==> src/rtl/matrix_fm0dec.sv <==
// FM0 backscatter decoder: synchronizes rx_In, locks on the preamble, decodes N bits
// plus dummy-1 and reports done / error / collision / timeout as one-cycle pulses.
module matrix_fm0dec #(
  parameter logic [11:0] PREAMBLE = 12'b110100100011,
  parameter int unsigned MIN_HALF = 8
) (
  input  logic        Clk,
  input  logic        Reset,
  input  logic        rx_In,
  input  logic        rx_Enable,
  input  logic [15:0] r_Fm0HalfLen,
  input  logic [5:0]  r_RxBitLen,
  input  logic [31:0] r_RplyTimer,
  output logic        rx_Busy,
  output logic [31:0] rx_DataOut,
  output logic [5:0]  rx_BitCount,
  output logic        rx_Done,
  output logic        rx_RN16Received,
  output logic        rx_Error,
  output logic        rx_CollisionDetected,
  output logic        rx_Timeout
);
  // Protocol: rx_Enable is a level (high opens the window, low aborts silently);
  // exactly one registered status pulse ends each frame, with the FSM already in IDLE.
  typedef enum logic [1:0] {ST_IDLE, ST_SEARCH, ST_DATA, ST_DUMMY} state_t;

  state_t      r_state;
  logic        r_sync1, r_sync2, r_sync3;
  logic [15:0] r_ph;
  logic [11:0] r_hist;
  logic [31:0] r_tmo;
  logic        r_pair, r_h1, r_prev;
  logic [31:0] r_data;
  logic [5:0]  r_count;
  logic        r_done, r_rn16, r_err, r_coll, r_tmo_p;

  logic [15:0] w_h, w_mid, w_q1, w_q3;
  logic        w_edge, w_sample, w_half, w_bit, w_coll, w_ph_wrap, w_in_frame;
  logic [11:0] w_hist_next;
  logic [5:0]  w_n;
  logic [31:0] w_tmo_next;

  assign w_h         = (r_Fm0HalfLen < 16'(MIN_HALF)) ? 16'(MIN_HALF) : r_Fm0HalfLen;
  assign w_mid       = w_h >> 1;
  assign w_q1        = w_h >> 2;
  assign w_q3        = 16'(({2'b00, w_h} + {1'b0, w_h, 1'b0}) >> 2);
  assign w_edge      = r_sync2 ^ r_sync3;
  assign w_half      = r_sync2;
  assign w_sample    = (r_ph == w_mid);
  assign w_ph_wrap   = (r_ph >= w_h - 16'd1);
  assign w_hist_next = {r_hist[10:0], w_half};
  assign w_bit       = (r_h1 == w_half);
  assign w_n         = (r_RxBitLen == 6'd0) ? 6'd32 : r_RxBitLen;
  assign w_tmo_next  = (r_tmo == 32'hFFFF_FFFF) ? r_tmo : r_tmo + 32'd1;
  assign w_in_frame  = (r_state == ST_DATA) || (r_state == ST_DUMMY);
  // Legitimate edges land near half boundaries; one in the middle half-window is a second tag.
  assign w_coll      = w_in_frame && w_edge && (r_ph >= w_q1) && (r_ph < w_q3);

  always_ff @(posedge Clk or negedge Reset) begin
    if (!Reset) begin
      r_state <= ST_IDLE;
      r_sync1 <= 1'b0;
      r_sync2 <= 1'b0;
      r_sync3 <= 1'b0;
      r_ph    <= '0;
      r_hist  <= '0;
      r_tmo   <= '0;
      r_pair  <= 1'b0;
      r_h1    <= 1'b0;
      r_prev  <= 1'b0;
      r_data  <= '0;
      r_count <= '0;
      r_done  <= 1'b0;
      r_rn16  <= 1'b0;
      r_err   <= 1'b0;
      r_coll  <= 1'b0;
      r_tmo_p <= 1'b0;
    end else begin
      r_sync1 <= rx_In;
      r_sync2 <= r_sync1;
      r_sync3 <= r_sync2;
      r_done  <= 1'b0;
      r_rn16  <= 1'b0;
      r_err   <= 1'b0;
      r_coll  <= 1'b0;
      r_tmo_p <= 1'b0;
      r_ph    <= (w_edge || w_ph_wrap) ? 16'd0 : r_ph + 16'd1;
      if (w_sample) r_hist <= w_hist_next;

      if (!rx_Enable) begin
        r_state <= ST_IDLE;
      end else begin
        case (r_state)
          ST_IDLE: begin
            r_state <= ST_SEARCH;
            r_data  <= '0;
            r_count <= '0;
            r_hist  <= '0;
            r_ph    <= '0;
            r_tmo   <= '0;
            r_pair  <= 1'b0;
          end
          ST_SEARCH: begin
            r_tmo <= w_tmo_next;
            if (w_sample && (w_hist_next == PREAMBLE)) begin
              r_state <= ST_DATA;
              r_prev  <= PREAMBLE[0];
              r_pair  <= 1'b0;
            end else if ((r_RplyTimer != 32'd0) && (w_tmo_next >= r_RplyTimer)) begin
              r_tmo_p <= 1'b1;
              r_state <= ST_IDLE;
            end
          end
          ST_DATA, ST_DUMMY: begin
            if (w_coll) begin
              r_coll  <= 1'b1;
              r_state <= ST_IDLE;
            end else if (w_sample) begin
              if (!r_pair) begin
                // Every FM0 bit must start with an inversion of the previous half.
                if (w_half == r_prev) begin
                  r_err   <= 1'b1;
                  r_state <= ST_IDLE;
                end else begin
                  r_h1   <= w_half;
                  r_pair <= 1'b1;
                end
              end else begin
                r_pair <= 1'b0;
                if (r_state == ST_DATA) begin
                  r_data  <= {r_data[30:0], w_bit};
                  r_count <= r_count + 6'd1;
                  r_prev  <= w_half;
                  if (r_count + 6'd1 == w_n) r_state <= ST_DUMMY;
                end else if (w_bit) begin
                  r_done  <= 1'b1;
                  r_rn16  <= (w_n == 6'd16);
                  r_state <= ST_IDLE;
                end else begin
                  r_err   <= 1'b1;
                  r_state <= ST_IDLE;
                end
              end
            end
          end
          default: r_state <= ST_IDLE;
        endcase
      end
    end
  end

  assign rx_Busy              = (r_state != ST_IDLE);
  assign rx_DataOut           = r_data;
  assign rx_BitCount          = r_count;
  assign rx_Done              = r_done;
  assign rx_RN16Received      = r_rn16;
  assign rx_Error             = r_err;
  assign rx_CollisionDetected = r_coll;
  assign rx_Timeout           = r_tmo_p;

endmodule

==> config.mk <==
export PLATFORM = sky130hd
export DESIGN_NAME = matrix_fm0dec
export DESIGN_NICKNAME = d
export VERILOG_FILES = /design/src/rtl/matrix_fm0dec.sv
export SDC_FILE = /design/constraint.sdc
export NUM_CORES = 1
export LEC_CHECK = 0
export BUFFER_PORTS_ARGS = -buffer_cell sky130_fd_sc_hd__buf_2
export CORE_ASPECT_RATIO = 1.5
export CORE_UTILIZATION = 54
export CTS_CLUSTER_DIAMETER = 120
export DETAILED_ROUTE_END_ITERATION = 10
export PLACE_DENSITY = 0.78
export RECOVER_POWER = 100
export SYNTH_ARGS = -nofsm -noshare
export SYNTH_HDL_FRONTEND = slang
export SYNTH_SLANG_ARGS = --single-unit
==> constraint.sdc <==
create_clock -name Clk -period 4.19 [get_ports Clk]
set_input_delay 0 -clock Clk [delete_from_list [all_inputs] [get_ports Clk]]
set_output_delay 0 -clock Clk [all_outputs]
set_load 0.05 [all_outputs]
---- Word-level counts from Yosys, hierarchy flattened ----
Cells that the tools add are included.
operators by class
  equality and inequality tests ........... 19
  bitwise logic cells ..................... 4
  reduce and logical (&&, ||, !) cells .... 21
  add/sub/neg operators ................... 5
  magnitude comparators ................... 5
  mux-type cells .......................... 71
operators by type and width
  cell                   count
  $mux 32                5
  $pmux 32 s2            2
  $mux 16                4
  $mux 1                 39
  $mux 12                3
  $add 32x1->32 const B  1
  $eq 32x32->1 const B   1
  $ge 32x32->1           1
  $reduce_bool 32->1     1
  $mux 6                 5
  $add 16x17->18         1
  $mux 2                 9
  $add 16x1->16 const B  1
  $eq 16x15->1           1
  $ge 16x14->1           1
  $ge 16x16->1           1
  $lt 16x16->1           1
  $lt 16x4->1 const B    1
  $sub 16x1->16 const B  1
  $eq 12x12->1 const B   1
  $pmux 6 s2             1
  $reduce_and 6->1       2
  $ne 2x2->1 const B     5
  $ne 4x4->1 const B     2
  other kinds (22)       35
storage, ports and cells
  bits in registers ....................... 111
  output and inout bits ................... 44
  input port bits ......................... 58
  word-level logic and storage cells ...... 142

---- Logic depth before layout (Yosys ltp) ----
Gate-level depths: netlist of the first run.
  depth in word-level cells ............... 10
  gate-level depth with buffers ........... 26
  mapped depth without buffers ............ 25

---- Least setup slack after synthesis of the first run ----
No wires, ideal clock.
  path kind ............................... input-to-reg
  start ................................... input r_Fm0HalfLen[15]
  end ..................................... register r_count[4] (netlist: rx_BitCount[4])
  stages on the path ...................... 25
  library setup time ...................... 0.096 ns
  required time ........................... 4.094 ns
  slack ................................... -0.388 ns
  data arrival time ....................... 4.482 ns
  buffers on the path ..................... 1
  cell sequence ........................... inv_1 ha_1 nor4b_4 nand3_1 nand2_1 inv_1 ha_1 fa_1 a21o_1 a21oi_1 o21bai_1 a31oi_1 o21ai_0 a21oi_1 xor2_1 ha_1 a21oi_1 o21ai_0 a211oi_1 nor3_1 a311oi_1 nand3b_1 clkbuf_1 o21ai_0 o31ai_1
on the way
  longest elaborated chain between the ends .. 7
  elaborated cells on any way between the ends .. 11
  classes of those cells .................. 1 x add/sub; 3 x order compare; 3 x eq/ne; 1 x mux; 3 x reduce/logical
RTL lines
  what                                                      line    source
  start, declared                                           11      input logic [15:0] r_Fm0HalfLen,
  $lt 16x4->1                                               43      assign w_h = (r_Fm0HalfLen < 16'(MIN_HALF)) ? 16'(MIN_HALF) : r_Fm0HalfLen;
  $mux 16 (*)                                               43
  $add 16x17->18 / $ge 16x14->1 (equally long branches)     46, 57
  $lt 16x16->1 / $logic_and 1x1->1 (equally long branches)  57      assign w_coll = w_in_frame && w_edge && (r_ph >= w_q1) && (r_ph < w_q3);
  $logic_and 1x1->1                                         57
  $ne 2x2->1 (no source line)                               --
  $reduce_and 6->1 (no source line) (*)                     --
  end signal, assigned                                      132     r_count <= r_count + 6'd1;
  end, declared                                             34      logic [5:0] r_count;
Mark *: on every way between the ends. The rest lies on a longest branch, timed or not.
A chain may end at the register's enable or synchronous reset.

---- Worst setup path after layout of the first run ----
  start ................................... input r_Fm0HalfLen[14]
  end ..................................... register r_data[12] (netlist: rx_DataOut[12])
on the way
  longest elaborated chain between the ends .. 7
  elaborated cells on any way between the ends .. 11
  classes of those cells .................. 1 x add/sub; 3 x order compare; 3 x eq/ne; 1 x mux; 3 x reduce/logical
RTL lines
  what                                                      line    source
  $lt 16x4->1                                               43
  $mux 16 (*)                                               43
  $add 16x17->18 / $ge 16x14->1 (equally long branches)     46, 57
  $lt 16x16->1 / $logic_and 1x1->1 (equally long branches)  57
  $logic_and 1x1->1                                         57
  $ne 2x2->1 (no source line)                               --
  $reduce_and 6->1 (no source line) (*)                     --
  end signal, assigned                                      131     r_data <= {r_data[30:0], w_bit};
  end, declared                                             33      logic [31:0] r_data;
Marks and branches as above.

==> summary.md, run 1 <==
| Metric | Value |
|---|---|
| DP Wirelength | 18.2 mm |
| Crit path kind | input pin to flop |
| Total CTS buffers | 9 |
| Core Area | 0.0161 mm^2 |
| Setup WS pre-CTS | -0.507 ns |
| Int Pwr | between 1.5 and 2 mW |
| Flop pwr share | 0.423 |
| Seq/Total Area, Yosys | 0.310 |
| Drt total wl | between 20 and 30 mm |
| Crit Path Max Fanout | 9 |
| Worst EP required | roughly 4.5 ns |
| Clk pin slew, worst setup/hold paths | 0.09 ns |
| Fmax achieved | between 0.2 and 0.25 GHz |
| # IOs | 102 |
| Pwr Density | 233 mW/mm^2 |
| Worst-Skew Late Latency | roughly 0.36 ns |
| First DRT Iteration DRCs | 556 |
| Initial antenna violation count | 0 |
| Sw frac | 0.316 |
| CTS Sinks | 110 |
| CTS tree | yes |
| Vias per cell | around 5.9 |
| Final period util | 0.988 |
| Min-Delay Endpoint | rx_Timeout |
| DR pass1 iterations | 5 |
| Part of the power in combinational logic | 0.240 |
| WL/cell | ~17 um |
| Rel. slew slack | -0.231 |
| Antenna cell count | 0 |
| Top_reg_cell synth | dfrtp_1 |
| Lkg Pwr | 5.50 nW |
| Final GP Congestion | 0.905 |
| Minimum clock period | 4.14 ns |
| Worst Max-Slew Pin Slew | between 1.5 and 2 ns |
| Status | finished with violations |
| Hold slack | 0.208 ns |
| Post-Syn Nets | 1219 |
| Total gr overflow | 0 |
| R2r setup slk | approximately 0.12 ns |
| Die height | 159 um |
| Largest net degree at the start of global routing | 74 |
| # nets final | about 1400 |
| Most common cell after layout, fill and taps aside | nand2_1 |
| Total GRT Usage | 0.281 |
| P&R area growth vs syn | 24.9% |
| Final WS setup | 0.0501 ns |
| CP arrival | ~4.4 ns |
| DRT antenna net count | 0 |
| Worst Hold Class | input pin to flop |
| Cell area after synthesis | roughly 0.0089 mm^2 |
| Std-Cell Rows | 57 |
| Critical Path Sink Type | flop |
| Vias in the first global route | 8347 |
| Die area | between 0.015 and 0.02 mm^2 |
| Clock power frac | 0.337 |
| Clock H-tree levels | 3 |
| Post-route DRC | 0 |
| Psw | 0.816 mW |
| Post-synth EDFFs | 0 |
| Avg Inst Size Synth | roughly 8.6 um^2 |
| I/O Buffers | about 100 |
| Clock Skew | about 0.013 ns |
| RSZ-0062 raised after global routing | true |
| Asr flop ratio synth | 1.00 |
| Filler cell count | around 1300 |
| Most frequent cells in the layout | nand2_1, ha_1, dfrtp_1 |
| Worst Reg-to-Reg Cells | 19 |
| Violated checks | capacitance limit, slew limit |
| Share of layout cells above drive strength 1 | 0.209 |
| FF-to-FF End | r_state[0] |
| Synth unique cells | between 60 and 70 |
| Hold Fails Final Rpt | 0 |
| Reg2reg start | r_tmo[3] |
| Wire length of the first global-routing pass | between 30 and 40 mm |
| Final Max Tran Viols | 74 |
| Worst hold path depth | 5 |
| Min-delay src | r_RplyTimer[7] |
| Initial Util | 0.552 |
| Max-cap viol count | 1 |
| CTS Buffer Depth | 2 |
| Peak supply drop | approximately 180 uV |
| Final setup fails | 0 |
| Mapped Cells | between 1000 and 1500 |
| Die Span X | about 110 um |
| Worst Setup Start Kind | input pin |
| Root Buffer | clkbuf_16 |
| FF+latch count, synth | 110 |
| Ys Warns | 0 |
| Vias | around 8500 |
-- cell families (layout without fill, tap and decap cells) --
kind of cell,count (synthesis),count (layout),share of synthesized area
compound gates,235,235,0.166
xor+xnor,95,95,0.0936
fa+ha+maj,124,124,0.175
buf+inv,113,310,0.0477
flops,110,110,0.310
mux,14,14,0.0163
simple gates,346,346,0.191
-- what timing repair did --
action | CTS | global route
cloned | 0 | 4
pin swaps | 0 | 24
gates resized for setup | 6 | 76
setup endpoints to repair | 41 | 46
hold buffers | 5 | 0
setup buffers | 1 | 22
hold endpoints to repair | 75 | 0
-- worst max-delay path by stage --
stage | start | endpoint | slack, ns | depth (start not counted)
after CTS | r_Fm0HalfLen[15] | r_pair | 0.01 | 25
after global placement | r_Fm0HalfLen[14] | r_pair | -0.32 | 25
after global routing | r_Fm0HalfLen[14] | rx_DataOut[12] | -0.19 | 27
after detailed placement | r_Fm0HalfLen[15] | r_pair | -0.51 | 25
after floorplan | r_Fm0HalfLen[15] | r_pair | 0.02 | 24
final | r_Fm0HalfLen[14] | rx_DataOut[12] | 0.05 | 27
-- worst max-delay path: stages --
cell	delay, ns
buf_2	0.11
inv_2	0.08
ha_4	0.14
nor4b_4	0.23
nand3_2	0.21
nand2_2	0.14
inv_2	0.06
ha_4	0.16
fa_2	0.34
a21o_1	0.17
a21oi_2	0.15
o21bai_2	0.12
a31oi_4	0.23
o21ai_2	0.09
a21oi_2	0.13
xor2_1	0.16
ha_1	0.28
a21oi_1	0.15
o21ai_1	0.13
a211oi_2	0.27
nor3_2	0.09
a311oi_2	0.28
nand3b_1	0.24
buf_12	0.18
clkbuf_16	0.16
nand2_1	0.07
o21ai_1	0.08
-- per-layer routing --
layer | track usage | up-vias | share of wire | wire [um]
met1 | 0.290 | 4125 | 0.36 | 8960
met2 | 0.540 | 243 | 0.55 | 13900
met5 | 0 | - | 0 | 0
met4 | 0.159 | 0 | 0.059 | 1490
met3 | 0.0258 | 90 | 0.030 | 757
li1 | - | 4049 | - | -
-- cell usage after synthesis (18+ instances only) --
master | number | area, um^2
o21ai_0 | 74 | 370
a21oi_1 | 33 | 165
xor2_1 | 42 | 368
a21o_1 | 19 | 143
nand3_1 | 33 | 165
dfrtp_1 | 110 | 2750
o21ai_1 | 18 | 90.1
ha_1 | 123 | 1540
o31ai_1 | 19 | 143
inv_1 | 70 | 263
nor3_1 | 19 | 95.1
xnor2_1 | 53 | 464
nand4_1 | 18 | 113
clkbuf_1 | 43 | 161
nand2_1 | 129 | 484
nor2_1 | 70 | 263
-- stage by stage --
step                      TNS [ns]  power [mW]   util  instances  area [um^2]
final                            0        2.58  0.689       1440        11100
after global routing         -6.28        2.70  0.689       1440        11100
after CTS                        0        2.53  0.660       1414        10600
after detailed placement    -18.91        1.66  0.637       1392        10300
after global placement      -11.29        1.64  0.637       1392        10300
after floorplan                  0        1.45      -       1037         8940
-- flip-flops by register name, indices dropped and copies added (netlist names) --
| signal | cells |
|---|---|
| rx_RN16Received | 1 |
| r_tmo | 32 |
| r_pair | 1 |
| r_hist | 11 |
| rx_DataOut | 32 |
| r_state | 2 |
| r_prev | 1 |
| r_sync3 | 1 |
| r_sync1 | 1 |
| r_sync2 | 1 |
| r_h1 | 1 |
| rx_Done | 1 |
| rx_CollisionDetected | 1 |
| rx_Timeout | 1 |
| r_ph | 16 |
| rx_Error | 1 |
| rx_BitCount | 6 |
-- power groups by stage --
stage	logic [mW]	registers (mW)	clock network [mW]
after detailed placement	0.549	1.11	0
after global routing	0.688	1.09	0.922
final	0.620	1.09	0.871
after floorplan	0.340	1.11	0
after global placement	0.531	1.11	0
after CTS	0.557	1.09	0.880
-- area by class of cell --
| cell class | count | area (um^2) | share of cell area |
|---|---|---|---|
| inverters | 70 | 263 | 0.0237 |
| clock inverters | 7 | 72.6 | 0.00654 |
| repair buffers | 224 | 1520 | 0.137 |
| multi-input cells | 814 | 6010 | 0.541 |
| well taps | 206 | 258 | 0.0232 |
| flip-flops and latches | 110 | 2750 | 0.248 |
| clock buffers | 9 | 225 | 0.0203 |
Note: power is estimated with default switching activity, not from simulation.
==> run 2, diff against run 1 <==
--- a/config.mk
+++ b/config.mk
@@ -6,11 +6,13 @@
 export NUM_CORES = 1
 export LEC_CHECK = 0
 export BUFFER_PORTS_ARGS = -buffer_cell sky130_fd_sc_hd__buf_2
+export CELL_PAD_IN_SITES_DETAIL_PLACEMENT = 1
+export CELL_PAD_IN_SITES_GLOBAL_PLACEMENT = 2
 export CORE_ASPECT_RATIO = 1.5
-export CORE_UTILIZATION = 54
+export CORE_UTILIZATION = 33
 export CTS_CLUSTER_DIAMETER = 120
 export DETAILED_ROUTE_END_ITERATION = 10
-export PLACE_DENSITY = 0.78
+export PLACE_DENSITY_LB_ADDON = 0.2
 export RECOVER_POWER = 100
 export SYNTH_ARGS = -nofsm -noshare
 export SYNTH_HDL_FRONTEND = slang
==> run 2 against run 1 <==
The run still ends with capacitance limit, slew limit left. Hold slack gained 0.051 ns. Core utilization shrank 24 points. Non-clock buffer count grew 30. Register-to-register slack gained 0.07 ns. Cell count grew 11%. Via count shrank 0.78%. Worst setup slack gained 0.015 ns. Clock power shrank 2%. Critical path depth is the same. Global-route usage shrank 6.9 points. Power grew 3.6%.
==> summary.md, run 2 (synthesis results as in run 1) <==
| Metric | Value |
|---|---|
| Placed inst area | between 0.01 and 0.015 mm^2 |
| Final period util | 0.984 |
| Wire length of the first global-routing pass | roughly 46 mm |
| Violated checks | capacitance limit, slew limit |
| DR pass1 iterations | 4 |
| WL/cell | 18.3 um |
| Power Total | 2.68 mW |
| Status | finished with violations |
| Peak supply drop | ~170 uV |
| DRT antenna net count | 0 |
| # IOs | around 100 |
| Vias in the first global route | slightly below 9000 |
| Die area | around 0.028 mm^2 |
| Die Span X | between 100 and 150 um |
| Drt total wl | roughly 30 mm |
| CTS Sinks | 110 |
| Die height | just over 200 um |
| Antenna cell count | 0 |
| Critical Path Sink Type | flop |
| Clk pin slew, worst setup/hold paths | approximately 0.08 ns |
| Cell family with most CP delay | compound AO/OA/AOI/OAI gates |
| First DRT Iteration DRCs | approximately 240 |
| Pwr Density | roughly 230 mW/mm^2 |
| Rel. slew slack | -0.822 |
| CTS tree | yes |
| Most common cell after layout, fill and taps aside | buf_4 |
| Largest net degree at the start of global routing | 50 |
| P&R area growth vs syn | 33.6% |
| Clock H-tree levels | 3 |
| Area of the multi-input gates | approximately 0.0063 mm^2 |
| Total GRT Usage | 0.213 |
| Worst EP required | 4.47 ns |
| Share of layout cells above drive strength 1 | 0.292 |
| Setup TNS | 0 ns |
| Final setup fails | 0 |
| Largest stage delay on the critical path | roughly 0.37 ns |
| Crit path kind | input pin to flop |
| Fin area | around 0.012 mm^2 |
| Final Max Tran Viols | 50 |
| Root Buffer | clkbuf_16 |
| # nets final | about 1400 |
| CP arrival | ~4.4 ns |
| Worst Max-Slew Pin Slew | between 2 and 3 ns |
| Slowest cell on the critical path | a311oi_2 |
| Most frequent cells in the layout | buf_4, ha_1, dfrtp_1 |
| Total CTS buffers | 9 |
| Core Area | ~0.026 mm^2 |
| Max-cap viol count | 1 |
| Hold Fails Final Rpt | 0 |
| Post-route DRC | 0 |
| Total gr overflow | 0 |
| Crit Path Max Fanout | 8 |
| Filler cell count | between 3000 and 4000 |
| DP Wirelength | ~23 mm |
| Std-Cell Rows | 73 |
| Minimum clock period | a little over 4 ns |
| Worst Setup Start Kind | input pin |
| Bufs and invs on worst path | 6 |
| Clock Skew | 0.0107 ns |
| I/O Buffers | ~100 |
| Worst Hold Class | input pin to flop |
| Initial Util | 0.336 |
| CTS Buffer Depth | 2 |
| Final GP Congestion | 0.850 |
| Vias | ~8400 |
| Hold slack | ~0.26 ns |
| Worst-Skew Late Latency | approximately 0.36 ns |
| Reg area | between 0.002 and 0.003 mm^2 |
| Lkg Pwr | around 6 nW |
| Vias per cell | ~5.3 |
| Initial antenna violation count | 0 |
| RSZ-0062 raised after global routing | true |
| Fmax achieved | approximately 0.24 GHz |
## run 2: cell types whose count changed in the layout (fill, tap and decap cells not counted), moves of 14 or more
cell	change
nand2_2	+14
nand2_1	-29
buf_4	+25
buf_2	+20
nand2_4	+15
o21ai_2	+30
clkbuf_1	-21
o21ai_1	-23
## run 2: report_power, final
part	total, mW	internal [mW]	leakage, nW	switching [mW]
clock network	0.854	0.428	0.141	0.426
registers	1.09	1.07	1.52	0.0156
logic	0.733	0.320	4.32	0.413
## run 2: routing by layer
layer / vias to the layer above / share of wire / GRT usage
met1: 4189 / 0.40 / 0.236
met2: 116 / 0.56 / 0.416
met3: 34 / 0.017 / 0.0155
met4: 0 / 0.027 / 0.0659
met5: - / 0 / 0
li1: 4102 / - / -
## run 2: area by class of cell
class / count / area share
multi-input combinational: 814 / 0.529
sequential: 110 / 0.232
timing repair buffer: 254 / 0.157
tap: 337 / 0.0355
inverter: 70 / 0.0225
clock buffer: 11 / 0.0204
clock inverter: 5 / 0.00337
## run 2: tightest hold or removal path, stage by stage
cell     delay, ns
buf_2         0.09
nor4_1        0.06
nand4_1       0.08
o22ai_1       0.13
nor3_1        0.20
## run 2: path summary, 6_finish.rpt
check                                 start             end  cells past startpoint  slack, ns
max in group asynchronous             Reset       r_tmo[22]                      3       1.47
setup reg to reg                   r_tmo[5]      r_state[0]                     19       0.19
setup / recovery           r_Fm0HalfLen[10]  rx_DataOut[23]                     27       0.07
hold reg to reg                     r_sync1         r_sync2                      0       0.37
min in group asynchronous             Reset  rx_BitCount[3]                      2       1.05
hold / removal               r_RplyTimer[6]      rx_Timeout                      5       0.26
## run 2: through the flow
step / std cells / setup WS [ns] / util
finish: 1601 / 0.0653 / 0.449
global route: 1601 / -0.163 / 0.449
CTS: 1577 / 0.00169 / 0.419
detailed placement: 1551 / -0.631 / 0.403
global placement: 1551 / -0.530 / 0.403
floorplan: 1037 / 0.0168 / -
## run 2: repair_timing
| item | 4_1_cts | 5_1_grt |
|---|---|---|
| hold buffers | 5 | 0 |
| pin swaps | 2 | 58 |
| endpoints found under the hold margin | 52 | 0 |
| buffers inserted | 5 | 17 |
| gates resized for setup | 14 | 156 |
| setup endpoints to repair | 44 | 46 |
| cloned | 0 | 7 |
